## config.mk

```make
export PLATFORM = sky130hd
export DESIGN_NAME = led_fade_pwm
export DESIGN_NICKNAME = d
export VERILOG_FILES = /design/src/rtl/led_pkg.sv /design/src/rtl/led_fade_pwm_channel.sv /design/src/rtl/led_fade_pwm.sv
export SDC_FILE = /design/constraint.sdc
export NUM_CORES = 1
export LEC_CHECK = 0
export CORE_ASPECT_RATIO = 1.5
export CORE_MARGIN = 8
export CORE_UTILIZATION = 45
export DETAILED_ROUTE_END_ITERATION = 6
export GPL_ROUTABILITY_DRIVEN = 0
export GPL_TIMING_DRIVEN = 0
export SYNTH_ARGS = -nofsm -noshare
export SYNTH_HDL_FRONTEND = slang
export SYNTH_SLANG_ARGS = --single-unit
```

## constraint.sdc

```tcl
create_clock -name clk -period 6.9 [get_ports clk]
set_input_delay 0.69 -clock clk [delete_from_list [all_inputs] [get_ports clk]]
set_output_delay 0.69 -clock clk [all_outputs]
set_load 0.03 [all_outputs]
```

## src/rtl/led_pkg.sv

```systemverilog
// Shared definitions for the LED fade/PWM block.
// Holds the colour code constants, the colour-to-RGB table and the default
// channel resolution.
package led_pkg;

   localparam int unsigned PWM_BITS_DEF = 8;
   localparam int unsigned COLOUR_W     = 3;

   // Colour codes produced by the upstream lights stage
   typedef enum logic [COLOUR_W-1:0] {
      COL_BLACK   = 3'b000,
      COL_BLUE    = 3'b001,
      COL_GREEN   = 3'b010,
      COL_CYAN    = 3'b011,
      COL_RED     = 3'b100,
      COL_MAGENTA = 3'b101,
      COL_YELLOW  = 3'b110,
      COL_WHITE   = 3'b111
   } colour_e;

   // Per-channel on/off flags for one colour
   typedef struct packed {
      logic r;
      logic g;
      logic b;
   } rgb_t;

   // Indexed by colour code
   localparam rgb_t COLOUR_RGB [8] = '{
      rgb_t'(3'(COL_BLACK)),
      rgb_t'(3'(COL_BLUE)),
      rgb_t'(3'(COL_GREEN)),
      rgb_t'(3'(COL_CYAN)),
      rgb_t'(3'(COL_RED)),
      rgb_t'(3'(COL_MAGENTA)),
      rgb_t'(3'(COL_YELLOW)),
      rgb_t'(3'(COL_WHITE))
   };

endpackage

```

## src/rtl/led_fade_pwm_channel.sv

```systemverilog
// One LED channel: target register, level stepper, duty shadow and PWM
// comparator.
// Ports:
//   clk, rst         clock, synchronous active-high reset
//   set              channel bit of the current colour
//   tick             fade step strobe from the shared prescaler
//   pwm_max, pwm_cnt shared PWM counter and its end-of-period flag
//   enable           gates the registered pwm output
//   level            current faded level
//   pwm              registered PWM drive
//   diff_c           combinational level != target
module pwm_channel #(
   parameter int unsigned PWM_BITS = 8
) (
   input  logic                clk,
   input  logic                rst,
   input  logic                set,
   input  logic                tick,
   input  logic                pwm_max,
   input  logic [PWM_BITS-1:0] pwm_cnt,
   input  logic                enable,
   output logic [PWM_BITS-1:0] level,
   output logic                pwm,
   output logic                diff_c
);

   logic [PWM_BITS-1:0] target;
   logic [PWM_BITS-1:0] duty;

   // Target follows colour every clock; level walks one step per tick
   always_ff @(posedge clk) begin
      if (rst) begin
         target <= '0;
         level  <= '0;
      end else begin
         target <= {PWM_BITS{set}};
         if (tick) begin
            if (level < target) begin
               level <= level + PWM_BITS'(1);
            end else if (level > target) begin
               level <= level - PWM_BITS'(1);
            end
         end
      end
   end

   // Duty only reloads at the last count so a period is never torn; the
   // non-blocking read picks up the pre-tick level on a coincident tick.
   always_ff @(posedge clk) begin
      if (rst) begin
         duty <= '0;
         pwm  <= 1'b0;
      end else begin
         if (pwm_max) begin
            duty <= level;
         end
         pwm <= (duty > pwm_cnt) && enable;
      end
   end

   assign diff_c = (level != target);

endmodule

```

## src/rtl/led_fade_pwm.sv

```systemverilog
// RGB LED driver: fades each channel toward the requested colour one step per
// prescaler tick and drives it with a PWM period of 2^PWM_BITS-1 clocks.
// Ports:
//   clk, rst                  clock, synchronous active-high reset
//   colour[2:0]               requested colour (bit2=R, bit1=G, bit0=B)
//   enable                    1 = drive LEDs, 0 = force PWM outputs low
//   pwm_r, pwm_g, pwm_b       registered PWM drive
//   level_r, level_g, level_b current faded levels
//   busy                      registered, high while any level != target
module led_fade_pwm
   import led_pkg::*;
#(
   parameter int unsigned PWM_BITS = PWM_BITS_DEF,
   parameter int unsigned FADE_DIV = 16
) (
   input  logic                clk,
   input  logic                rst,
   input  logic [COLOUR_W-1:0] colour,
   input  logic                enable,
   output logic                pwm_r,
   output logic                pwm_g,
   output logic                pwm_b,
   output logic [PWM_BITS-1:0] level_r,
   output logic [PWM_BITS-1:0] level_g,
   output logic [PWM_BITS-1:0] level_b,
   output logic                busy
);

   localparam int unsigned         PRESC_W     = 16;
   localparam logic [PRESC_W-1:0]  PRESC_MAX   = PRESC_W'(FADE_DIV - 1);
   // Counter stops one short of all-ones so all-ones duty means always on
   localparam logic [PWM_BITS-1:0] PWM_CNT_MAX = {{(PWM_BITS-1){1'b1}}, 1'b0};

   logic [PRESC_W-1:0]  presc;
   logic                tick_c;
   logic [PWM_BITS-1:0] pwm_cnt;
   logic                pwm_max_c;
   rgb_t                rgb_c;
   logic                diff_r_c;
   logic                diff_g_c;
   logic                diff_b_c;

   assign tick_c    = (presc == PRESC_MAX);
   assign pwm_max_c = (pwm_cnt == PWM_CNT_MAX);
   assign rgb_c     = COLOUR_RGB[colour];

   // Fade prescaler
   always_ff @(posedge clk) begin
      if (rst || tick_c) begin
         presc <= '0;
      end else begin
         presc <= presc + PRESC_W'(1);
      end
   end

   // Shared PWM period counter
   always_ff @(posedge clk) begin
      if (rst || pwm_max_c) begin
         pwm_cnt <= '0;
      end else begin
         pwm_cnt <= pwm_cnt + PWM_BITS'(1);
      end
   end

   // Busy flag
   always_ff @(posedge clk) begin
      if (rst) begin
         busy <= 1'b0;
      end else begin
         busy <= diff_r_c || diff_g_c || diff_b_c;
      end
   end

   pwm_channel #(.PWM_BITS(PWM_BITS)) u_ch_r (
      .clk     (clk),
      .rst     (rst),
      .set     (rgb_c.r),
      .tick    (tick_c),
      .pwm_max (pwm_max_c),
      .pwm_cnt (pwm_cnt),
      .enable  (enable),
      .level   (level_r),
      .pwm     (pwm_r),
      .diff_c  (diff_r_c)
   );

   pwm_channel #(.PWM_BITS(PWM_BITS)) u_ch_g (
      .clk     (clk),
      .rst     (rst),
      .set     (rgb_c.g),
      .tick    (tick_c),
      .pwm_max (pwm_max_c),
      .pwm_cnt (pwm_cnt),
      .enable  (enable),
      .level   (level_g),
      .pwm     (pwm_g),
      .diff_c  (diff_g_c)
   );

   pwm_channel #(.PWM_BITS(PWM_BITS)) u_ch_b (
      .clk     (clk),
      .rst     (rst),
      .set     (rgb_c.b),
      .tick    (tick_c),
      .pwm_max (pwm_max_c),
      .pwm_cnt (pwm_cnt),
      .enable  (enable),
      .level   (level_b),
      .pwm     (pwm_b),
      .diff_c  (diff_b_c)
   );

endmodule

```

==> results of run 1 <==
critical path, cell delays in order (launching register included):
cell and delay, ns:
sky130_fd_sc_hd__dfxtp_1 0.31, sky130_fd_sc_hd__inv_1 0.18, sky130_fd_sc_hd__ha_1 0.29, sky130_fd_sc_hd__a21oi_1 0.19
sky130_fd_sc_hd__inv_1 0.05, sky130_fd_sc_hd__o21ai_0 0.27, sky130_fd_sc_hd__nand2_1 0.31, sky130_fd_sc_hd__ha_1 0.38
sky130_fd_sc_hd__a21o_1 0.10, sky130_fd_sc_hd__a21oi_1 0.11, sky130_fd_sc_hd__o31ai_1 0.53, sky130_fd_sc_hd__a2111oi_0 0.16
sky130_fd_sc_hd__o21ai_0 0.17, sky130_fd_sc_hd__or4b_1 0.44
final cells by class:
type | instances | area (um^2)
Inverter | 28 | 105
Buffer | 14 | 52.6
Timing Repair Buffer | 32 | 320
Multi-Input combinational cell | 442 | 3100
Fill cell | 1024 | 4910
Clock buffer | 14 | 284
Sequential cell | 79 | 1580
Tap cell | 144 | 180
cell usage in the layout (no fill, tap or decap), types with 4 or more instances in the layout:
master and instances:
sky130_fd_sc_hd__xor2_1 12, sky130_fd_sc_hd__o21a_1 5, sky130_fd_sc_hd__clkbuf_16 9, sky130_fd_sc_hd__and4_1 4
sky130_fd_sc_hd__clkdlybuf4s50_1 32, sky130_fd_sc_hd__clkbuf_1 13, sky130_fd_sc_hd__clkbuf_8 4, sky130_fd_sc_hd__o21ai_0 16
sky130_fd_sc_hd__a21oi_1 57, sky130_fd_sc_hd__a21o_1 9, sky130_fd_sc_hd__and3_1 4, sky130_fd_sc_hd__nand2b_1 10
sky130_fd_sc_hd__nor2_1 58, sky130_fd_sc_hd__nand4_1 6, sky130_fd_sc_hd__nand3_1 10, sky130_fd_sc_hd__mux2i_1 14
sky130_fd_sc_hd__inv_1 28, sky130_fd_sc_hd__nor3_1 4, sky130_fd_sc_hd__nor2b_1 12, sky130_fd_sc_hd__dfxtp_1 79
sky130_fd_sc_hd__o211a_1 4, sky130_fd_sc_hd__ha_1 69, sky130_fd_sc_hd__nand2_1 82, sky130_fd_sc_hd__xnor2_1 26
power groups by stage:
stage / logic (uW) / clock network, uW / registers (uW)
final: 77.0 / 457 / 466
after global routing: 88.1 / 485 / 466
after CTS: 78.1 / 465 / 466
after detailed placement: 77.8 / 0 / 476
after global placement: 73.9 / 0 / 476
after floorplan: 54.0 / 0 / 477
per-stage QoR:
step | setup slack, ns | hold WS, ns | instances | utilization
detailed placement | 3.31 | 0.453 | 739 | 0.507
global route | 2.97 | 0.481 | 753 | 0.534
CTS | 3.28 | 0.461 | 753 | 0.534
floorplan | 3.71 | 0.426 | 563 | -
global placement | 3.39 | 0.440 | 739 | 0.507
finish | 3.26 | 0.460 | 753 | 0.534
registers in the layout, summed over array words and instances (netlist names):
signal	flops
u_ch_r.level	8
u_ch_g.target	1
presc	16
u_ch_r.pwm	1
u_ch_b.duty	8
u_ch_b.target	1
u_ch_b.pwm	1
u_ch_g.level	8
pwm_cnt	8
u_ch_b.level	8
u_ch_g.pwm	1
u_ch_g.duty	8
u_ch_r.duty	8
u_ch_r.target	1
busy	1
kinds of logic after synthesis:
| family | Yosys count | synth area share |
|---|---|---|
| DFF | 79 | 0.327 |
| adders and majority gates | 72 | 0.191 |
| and+or+nand+nor | 210 | 0.215 |
| muxes | 14 | 0.0290 |
| AOI/OAI and AO/OA | 108 | 0.137 |
| buffers and inverters | 42 | 0.0326 |
| xor gates and xnor gates | 38 | 0.0688 |
routing by layer:
metal  share of wire  GRT usage  vias to the layer above
li1                -          -                     2030
met1            0.40      0.171                     1874
met2            0.56      0.327                       39
met3           0.024     0.0317                       11
met4           0.016     0.0616                        0
met5               0          0                        -
worst max path at each step:
| stage | depth (start not counted) | from | endpoint |
|---|---|---|---|
| finish | 13 | u_ch_r.target[0] | u_ch_r.level[7] |
| global route | 13 | u_ch_r.target[0] | u_ch_r.level[7] |
| CTS | 13 | u_ch_r.target[0] | u_ch_r.level[7] |
| detailed placement | 13 | u_ch_r.target[0] | u_ch_r.level[7] |
| global placement | 13 | u_ch_r.target[0] | u_ch_r.level[7] |
| floorplan | 12 | u_ch_g.level[3] | u_ch_g.level[7] |
==> run summary, run 1 <==
Largest area contributor in the netlist: sky130_fd_sc_hd__dfxtp_1. Total negative slack for setup checks: 0 ns. For this design the static power due to leakage is 0.00237 uW. At the later pin of the worst-skew pair, clock insertion delay measures 0.33 ns.

The worst hold path passes through 2 cells. In the post-synthesis netlist, the cell with the most instances is sky130_fd_sc_hd__nand2_1. The post-CTS setup buffer count was 0; the via-per-instance ratio was 5.25. After routing the design area is 5620 um^2.

The maximum clock frequency came out at 275 MHz. Summed over all layers, the routed wires come to 11300 um. The overall die height is 143 um, and the clock skew is 0.00581 ns.

The run gives 79 as the number of clock sinks. The final worst-path cycle share works out to 0.527. The run gives 0 as the total of cells resized after clock tree synthesis. The worst-case headroom to the max-slew limit was 0.509. The number of standard-cell rows in the floorplan came out at 46. The region available for standard cell placement spans 10500 um^2. Dividing the detail-routed wire length by the instance count gives 15.0 um. At the worst endpoint, the required time is 7.11 ns.

Proportion of power drawn by the clock network: 0.457. Clock tree synthesis selected as its root buffer the cell sky130_fd_sc_hd__clkbuf_16. The count of distinct cell types in the synthesized netlist is 43. In the routed design, unresolved DRC markers number 0. The number of flops mapped to enable cells by yosys was 0; the top fanout value on the critical path was 9. The sequential fraction of the synthesis area is 0.327, and the peak ir drop on the vdd network is 0.144 mV. The endpoint arrival time on the critical path is 3.84 ns, and the number of synthesized register bits is 79. Summed over all layers, the global routing overflow is 0.

The first global-routing pass estimated 19000 um of wire. In this run the remaining antenna-violating nets after routing total 0. The tools report the endpoint of the most critical register-to-register path as u_ch_r.level[7].

In this run, the number of DRC markers left after iteration 0 of detailed routing was 129. The share of synthesized flip-flops with an asynchronous set or reset is 0. The clock-pin transition on the worst setup and hold timing paths is 0.06 ns. The quantity of I/O buffers inserted on ports works out to 32. The total track usage came out at 0.169. The most used flip-flop cell after synthesis is sky130_fd_sc_hd__dfxtp_1. The logic gate share of total power is 0.077, and the fraction of post-synthesis cell area in the top cell type by area is 0.327.

The via count of the first global-routing pass is 3993, and the TritonCTS buffer count is 9. The run gives 1000 uW as the overall power consumption. Pin placement for this block handled 34 I/O pins. The die is 101 um wide. In this run the cell area measured after placement is 5340 um^2. Max-capacitance violation count: 0. In this run the critical register-to-register path is launched from u_ch_r.target[0]. The run finished with clean final reports. 0 antenna diodes ended up in the layout. For the finished layout, the period the worst path requires is 3.64 ns. STA classifies the critical path startpoint as a register. The switching fraction of total power came out at 0.229.

The worst hold path terminates at u_ch_b.duty[3]. Summed over all nets, the switching power comes to 229 uW. The run gives 0 as the final count of pins violating max slew. The routed layout has 3954 vias. After synthesis, the cell types taking the most area are sky130_fd_sc_hd__dfxtp_1, sky130_fd_sc_hd__ha_1, sky130_fd_sc_hd__nand2_1. The tools report the maximum number of pins on one net before global-route repair as 12.

The startpoint identified for the worst hold timing path is u_ch_b.duty[3]. The layout cell share with drive strength beyond 1 came out at 0.0411. The H-tree generated during clock tree synthesis spans 3 levels. The cell area that synthesis handed to floorplanning was 4830 um^2. For the worst flop-to-flop path, the logic depth is 13. The initial cell density of the core was 0.459. The number of instances in the synthesized netlist came out at 563. For the pin with the worst max-slew slack, the measured transition is 0.729 ns.

Sequential group share of total power: 0.466. The tools report the number of nets in the layout as 684. The maximum clock path buffer count was 2; the first-pass detailed-route iteration total was 5. Setup repair after global routing left no endpoint under its margin.

The final hold violation count came out at 0. The critical path in this run is classified as reg -> reg. Synthesis produced a netlist with a net count of 641.

The tightest min-delay check is of the reg -> reg type. The ratio of total power to cell area works out to 178 nW/um^2. Counting instances in the post-synthesis netlist gives the leading cell types as sky130_fd_sc_hd__nand2_1, sky130_fd_sc_hd__dfxtp_1, sky130_fd_sc_hd__ha_1. The area growth from synthesis to layout is 16.2%. Internal power comes to 771 uW.

Detailed placement finished with a half-perimeter wire length of 8850 um. The worst setup path is captured at a register. The average instance in the mapped netlist occupies 8.59 um^2. Setup violations remaining at the end of the flow were counted as 0. For this run, the number of Yosys warnings is 0. TritonCTS built the clock tree.

Across all register-to-register paths, the minimum setup slack is 3.26 ns. The number of antenna violations at the first check in global routing is 0, and the area of the die is 14400 um^2. For the count of hold buffers inserted by post-cts repair, the log shows 0.
Power figures use the tool's default switching activity.
==> run 2: changes to the inputs <==
- PLACE_DENSITY: default -> 0.66
- clock period: 6.9 -> 3.05 ns (I/O delays scaled with it)
==> run 2 against run 1 <==
Net effect: largest cell class unchanged; power increased by 140%; die area is the same; critical endpoint is now u_ch_g.level[7]; non-clock buffer count grew 7; count of clock-buffer cells in the layout decreased by 3.
==> run summary, run 2 (synthesis results as in run 1) <==
The number of H-tree levels was 3 (unchanged); the final routed wirelength across all metal layers was 11500 um (+2.2%). The half-perimeter wire length after detailed placement came out at 8610 um (-2.8%). The logs give 3.26 ns (-3.85 ns) for the worst path required time and 2 (unchanged) for the maximum clock path buffer count.

The run gives 0.34 ns (about the same) as the clock latency of the later-clocked register in the worst-skew pair. Type of element launching the critical path: a register. The tools report the via count of the first global-routing pass as 4063 (+1.8%). The logs give 3.18 ns (-0.66 ns) for the endpoint arrival time on the critical path and 0 (unchanged) for the number of routed nets with antenna violations. The overall die height is 143 um (unchanged).

The library cells used most frequently in the layout, excluding fill and tap cells, are sky130_fd_sc_hd__nand2_1, sky130_fd_sc_hd__dfxtp_1, sky130_fd_sc_hd__ha_1. The tools report the total via count after detailed routing as 4071 (+3.0%). The layout cell share with drive strength beyond 1 is 0.134 (+0.0930), and the slew at the pin closest to its max-slew limit is 0.737 ns (+0.00821 ns). The final count of pins violating max slew was 0 (unchanged). The ratio of total power to cell area is 406 nW/um^2 (+130%), and the number of clock sinks is 79 (unchanged). The flip-flop count of the largest register after layout was 16 (unchanged); the first-pass GRT wire length was 18800 um (-1.3%). The sum of overflow across all layers after global routing was 0 (unchanged).

Class of the tightest hold or removal check: reg -> reg. The tools report the worst-case headroom to the max-slew limit as 0.504 (-0.00553). The total track usage was 0.166 (-0.00267); the number of nets in the layout was 692 (+1.2%).

The number of top-level pins was 34 (unchanged); the layout overhead on the synthesized area was 23.5%. The final setup slack of the worst path is 0.0759 ns (-3.19 ns), and the number of antenna violations at the first check in global routing is 0 (unchanged). For the clock skew, the log shows 0.00718 ns (+0.00137 ns). The overall power consumption was 2430 uW (+140%).

The most common library cell in the layout ignoring fill and taps is sky130_fd_sc_hd__nand2_1. For the first-pass detailed-route iteration total, the log shows 5 (unchanged). Average routed wire per standard cell: 15.1 um (+0.83%).

The register with the most flip-flops was presc. The run gives 979 (-4.4%) as the layout filler cell count. Critical path class: reg -> reg. The clock-pin transition on the worst setup and hold timing paths came out at 0.06 ns (about the same). The quantity of I/O buffers inserted on ports is 32 (unchanged). The final hold violation count was 0 (unchanged).

For the number of placed instances, taps included, the log shows 739 (unchanged). For the number of standard cells in the final layout excluding fillers, the log shows 763 (+1.3%). Cell chosen for the clock root: sky130_fd_sc_hd__clkbuf_16. The run gives 102 (-21%) as the DRC violation total after the first TritonRoute iteration. The run finished with clean final reports. Max-capacitance violation count: 0 (unchanged). The via-per-instance ratio was 5.34 (+1.6%). The area of the die was 14400 um^2 (unchanged); the chip width was 101 um (unchanged). The area of the core was 10500 um^2 (unchanged); the TritonCTS buffer count was 9 (unchanged). For the peak ir drop on the vdd network, the log shows 0.287 mV (+99%). Post-layout minimum cycle time: 2.97 ns (-0.662 ns). STA classifies the critical path endpoint as a register. The initial cell density of the core was 0.459 (unchanged); the number of standard-cell rows in the floorplan was 46 (unchanged). For the final setup violation count, the log shows 0 (unchanged). TritonCTS built the clock tree. The run gives 0 (unchanged) as the count of inserted antenna diode cells. The count of hold buffers inserted by post-cts repair was 0 (unchanged). The top fanout value on the critical path was 7 (-2). The remaining design rule violation count came out at 0 (unchanged).

Maximum number of pins on one net before global-route repair: 14 (+2). The worst-case setup slack after placement was -0.499 ns (-3.80 ns); the final worst-path cycle share was 0.975 (+0.448). For the static power due to leakage, the log shows 0.00244 uW (+3.0%).

For the maximum clock frequency, the log shows 336 MHz (+22%).
## run 2: cell count changes in the layout (fill, tap and decap cells not counted), sizes merged
cell,change
bufinv,+2
nand2,+1
buf,+7
clkinv,+2
clkbuf,-3
clkinvlp,+1
## run 2: worst max-delay path, cell delays in order, from the launching register on
cell,delay [ns]
sky130_fd_sc_hd__dfxtp_2,0.36
sky130_fd_sc_hd__inv_4,0.07
sky130_fd_sc_hd__ha_1,0.30
sky130_fd_sc_hd__a21oi_1,0.17
sky130_fd_sc_hd__o21a_2,0.24
sky130_fd_sc_hd__nand2_4,0.11
sky130_fd_sc_hd__ha_1,0.31
sky130_fd_sc_hd__a21o_1,0.21
sky130_fd_sc_hd__a21oi_4,0.19
sky130_fd_sc_hd__o31ai_4,0.11
sky130_fd_sc_hd__and4_1,0.20
sky130_fd_sc_hd__o21ai_1,0.13
sky130_fd_sc_hd__or4b_1,0.44
## run 2: stage by stage
step | hold slack [ns] | TNS [ns] | utilization | instance area [um^2]
6_report | 0.458 | 0 | 0.567 | 5970
5_1_grt | 0.476 | -0.0445 | 0.567 | 5970
4_1_cts | 0.463 | 0 | 0.549 | 5780
3_5_place_dp | 0.450 | -1.23 | 0.507 | 5350
3_3_place_gp | 0.440 | -0.852 | 0.507 | 5350
2_1_floorplan | 0.426 | 0 | - | 4840
## run 2: report_power, final
| part | leakage, uW | switching (uW) | total (uW) | internal [uW] |
|---|---|---|---|---|
| Clock | 0.000156 | 432 | 1170 | 739 |
| Combinational | 0.00164 | 118 | 201 | 82.5 |
| Sequential | 0.000646 | 10.9 | 1050 | 1040 |
| Total | 0.00244 | 561 | 2430 | 1860 |
## run 2: final cells by class
class / count / area (um^2) / area share
multi-input combinational: 443 / 3330 / 0.557
sequential: 79 / 1600 / 0.268
timing repair buffer: 39 / 373 / 0.0624
clock buffer: 11 / 243 / 0.0407
tap: 144 / 180 / 0.0302
inverter: 28 / 110 / 0.0184
clock inverter: 5 / 81.3 / 0.0136
buffer: 14 / 52.6 / 0.00880
## run 2: path summary, 6_finish.rpt
path / start / end / slack, ns / cells after the start
worst max register to register: u_ch_g.target[0] / u_ch_g.level[7] / 0.08 / 12
worst min register to register: presc[0] / presc[0] / 0.46 / 1
worst max-delay path: u_ch_g.target[0] / u_ch_g.level[7] / 0.08 / 12
worst min-delay path: presc[0] / presc[0] / 0.46 / 1
## run 2: routing by layer
| layer | global-route usage | vias to the layer above | wire, um |
|---|---|---|---|
| met5 | 0 | - | 0 |
| met4 | 0.0856 | 0 | 347 |
| met3 | 0.0322 | 23 | 414 |
| met2 | 0.322 | 68 | 6310 |
| met1 | 0.159 | 1925 | 4440 |
| li1 | - | 2055 | - |
## run 2: repair_timing
| item | CTS | global route |
|---|---|---|
| pin swaps | 6 | 11 |
| buffers inserted | 5 | 2 |
| endpoints found under the setup margin | 5 | 5 |
| cloned | 1 | 0 |
| resized for setup | 22 | 39 |
==> run 3: changes to the inputs <==
- PLACE_DENSITY: 0.66 -> default
- clock period: 3.05 -> 3.7 ns (I/O delays scaled with it)
==> run 3 against run 2 <==
Net effect: fmax down 11%; combinational power fell by 28%; clock skew decreased by 0.0016 ns; register-to-register slack better by 0.27 ns; largest power group is now sequential cells; worst setup slack better by 0.27 ns; wire length fell by 1.8%; die area is the same; first-iteration DRC count is 28% higher; sequential share of layout area rose by 1.2 points; critical path depth increased by 1; final cell count fell by 1.3%; utilization decreased by 3.2 points.
==> run summary, run 3 (synthesis results as in run 1) <==
The TritonCTS buffer count was 9 (unchanged); the total track usage was 0.169 (+0.00267). Number of clock sinks: 79 (unchanged). The tools report the final setup slack of the worst path as 0.350 ns (+0.274 ns).

The type of element launching the critical path was a register. For the worst path required time, the log shows 3.91 ns (+0.65 ns). The number of top-level pins is 34 (unchanged), and the post-layout minimum cycle time is 3.35 ns (+0.376 ns). The logs give 3110 um^2 (-6.5%) for the area of combinational cells with multiple inputs and 0 (unchanged) for the final hold violation count. The logs give 0.34 ns (about the same) for the clock latency of the later-clocked register in the worst-skew pair and 3.56 ns (+0.38 ns) for the endpoint arrival time on the critical path. The chip width came out at 101 um (unchanged).

Sum of overflow across all layers after global routing: 0 (unchanged). The min-delay analysis places its worst path in the category reg -> reg. The first-pass detailed-route iteration total was 4 (-1). The top fanout value on the critical path was 9 (+2). The number of routed nets with antenna violations was 0 (unchanged). The flip-flop count of the largest register after layout works out to 16 (unchanged).

The total negative slack for setup checks was 0 ns (unchanged); the number of antenna violations at the first check in global routing was 0 (unchanged). The logs give 0 (unchanged) for the count of inserted antenna diode cells and 0 (-5) for the post-CTS setup buffer count. The quantity of I/O buffers inserted on ports is 32 (unchanged). The tools report the maximum clock frequency as 298 MHz (-11%). The top cell types in the final layout, fill and taps aside, are sky130_fd_sc_hd__nand2_1, sky130_fd_sc_hd__dfxtp_1, sky130_fd_sc_hd__ha_1. Setup repair after global routing left no endpoint under its margin. Leaving out fill and tap cells, the most frequent cell in the layout is sky130_fd_sc_hd__nand2_1.

The static power due to leakage was 0.00237 uW (-2.8%). The tools report the number of standard-cell rows in the floorplan as 46 (unchanged). The via-per-instance ratio was 5.25 (-1.5%); the final worst-path cycle share was 0.906 (-0.0696). The overall die height is 143 um (unchanged), and the area of the die is 14400 um^2 (unchanged). The worst-case headroom to the max-slew limit was 0.505 (+0.000684); the average routed wire per standard cell was 15.0 um (-0.47%). The total of cells resized after clock tree synthesis was 0 (-100%). Critical path class: reg -> reg.

Cell chosen for the clock root: sky130_fd_sc_hd__clkbuf_16. The maximum clock path buffer count is 2 (unchanged), and the worst-case setup slack after placement is 0.105 ns (+0.604 ns). The tools report the max-capacitance violation count as 0 (unchanged). The run gives 12 (-2) as the maximum number of pins on one net before global-route repair. For the final count of pins violating max slew, the log shows 0 (unchanged). DRC violation total after the first TritonRoute iteration: 131 (+28%).

The flow ran to the end, and the final reports show no timing, DRC or antenna violations. The peak ir drop on the vdd network was 0.270 mV (-5.9%). The layout filler cell count is 1023 (+4.5%), and the initial cell density of the core is 0.459 (unchanged).

The run gives 0 (unchanged) as the remaining design rule violation count. The total via count after detailed routing is 3956 (-2.8%), and the clock skew is 0.00557 ns (-0.00161 ns). The count of hold buffers inserted by post-cts repair is 0 (unchanged). For the final setup violation count, the log shows 0 (unchanged). The logs give 684 (-1.2%) for the number of nets in the layout and 10500 um^2 (unchanged) for the area of the core. From synthesis to final layout, the design area changed by 16.5%. The half-perimeter wire length after detailed placement came out at 8850 um (+2.8%). The number of H-tree levels is 3 (unchanged), and the ratio of total power to cell area is 331 nW/um^2 (-19%). The final routed wirelength across all metal layers was 11300 um (-1.8%).

The storage element area was 1580 um^2 (-1.3%); the first-pass GRT wire length was 19000 um (+1.3%). The layout cell share with drive strength beyond 1 works out to 0.0476 (-0.0865). The type of element capturing the critical path was a register. The slew at the pin closest to its max-slew limit was 0.736 ns (-0.00102 ns); the clock-pin transition on the worst setup and hold timing paths was 0.06 ns (about the same). TritonCTS built the clock tree.

For the via count of the first global-routing pass, the log shows 3993 (-1.7%). presc holds more flip-flops than any other register.
[run 3: cell types whose count changed in the layout (fill, tap and decap cells not counted), sizes merged]
cell,previous run,this run
buf,9,2
clkbuf,23,26
bufinv,2,0
clkinv,2,0
clkinvlp,1,0
nand2,83,82
[run 3: worst max-delay path: stages (launching register included)]
cell and delay (ns):
sky130_fd_sc_hd__dfxtp_1 0.31, sky130_fd_sc_hd__inv_1 0.18, sky130_fd_sc_hd__ha_1 0.29, sky130_fd_sc_hd__a21oi_1 0.19, sky130_fd_sc_hd__inv_1 0.06, sky130_fd_sc_hd__o21ai_1 0.22
sky130_fd_sc_hd__nand2_2 0.20, sky130_fd_sc_hd__ha_1 0.32, sky130_fd_sc_hd__a21o_1 0.17, sky130_fd_sc_hd__a21oi_1 0.32, sky130_fd_sc_hd__o31ai_2 0.16, sky130_fd_sc_hd__and4_1 0.21
sky130_fd_sc_hd__o21ai_0 0.14, sky130_fd_sc_hd__or4b_1 0.44
[run 3: final timing paths]
path                    startpoint               to  slack, ns  depth (start not counted)
setup / recovery  u_ch_r.target[0]  u_ch_r.level[7]       0.35                         13
hold / removal      u_ch_b.duty[3]   u_ch_b.duty[3]       0.46                          2
setup reg to reg  u_ch_r.target[0]  u_ch_r.level[7]       0.35                         13
hold reg to reg     u_ch_b.duty[3]   u_ch_b.duty[3]       0.46                          2
[run 3: area by class of cell]
| class | instances | share of cell area |
|---|---|---|
| timing repair buffer | 32 | 0.0569 |
| inverter | 28 | 0.0187 |
| buffer | 14 | 0.00933 |
| multi-input combinational | 442 | 0.552 |
| sequential | 79 | 0.281 |
| tap | 144 | 0.0320 |
| clock buffer | 14 | 0.0504 |
[run 3: report_power, final]
group	internal [uW]	switching [uW]	total, uW
clock	521	331	852
sequential	861	8.35	869
combinational	57.0	87.5	144
[run 3: layer usage]
metal  GRT usage  share of wire  vias up
met3      0.0317          0.027       15
met4      0.0616          0.020        0
met5           0              0        -
met1       0.171           0.40     1866
li1            -              -     2031
met2       0.327           0.56       44
[run 3: per-stage QoR]
| stage | util | std cells | total power, uW | cell area (um^2) | hold WS (ns) |
|---|---|---|---|---|---|
| final | 0.535 | 753 | 1870 | 5630 | 0.460 |
| after global placement | 0.507 | 739 | 1020 | 5340 | 0.440 |
| after detailed placement | 0.507 | 739 | 1030 | 5340 | 0.453 |
| after CTS | 0.534 | 753 | 1880 | 5620 | 0.461 |
| after global routing | 0.535 | 753 | 1940 | 5630 | 0.481 |
| after floorplan | - | 563 | 991 | 4830 | 0.426 |
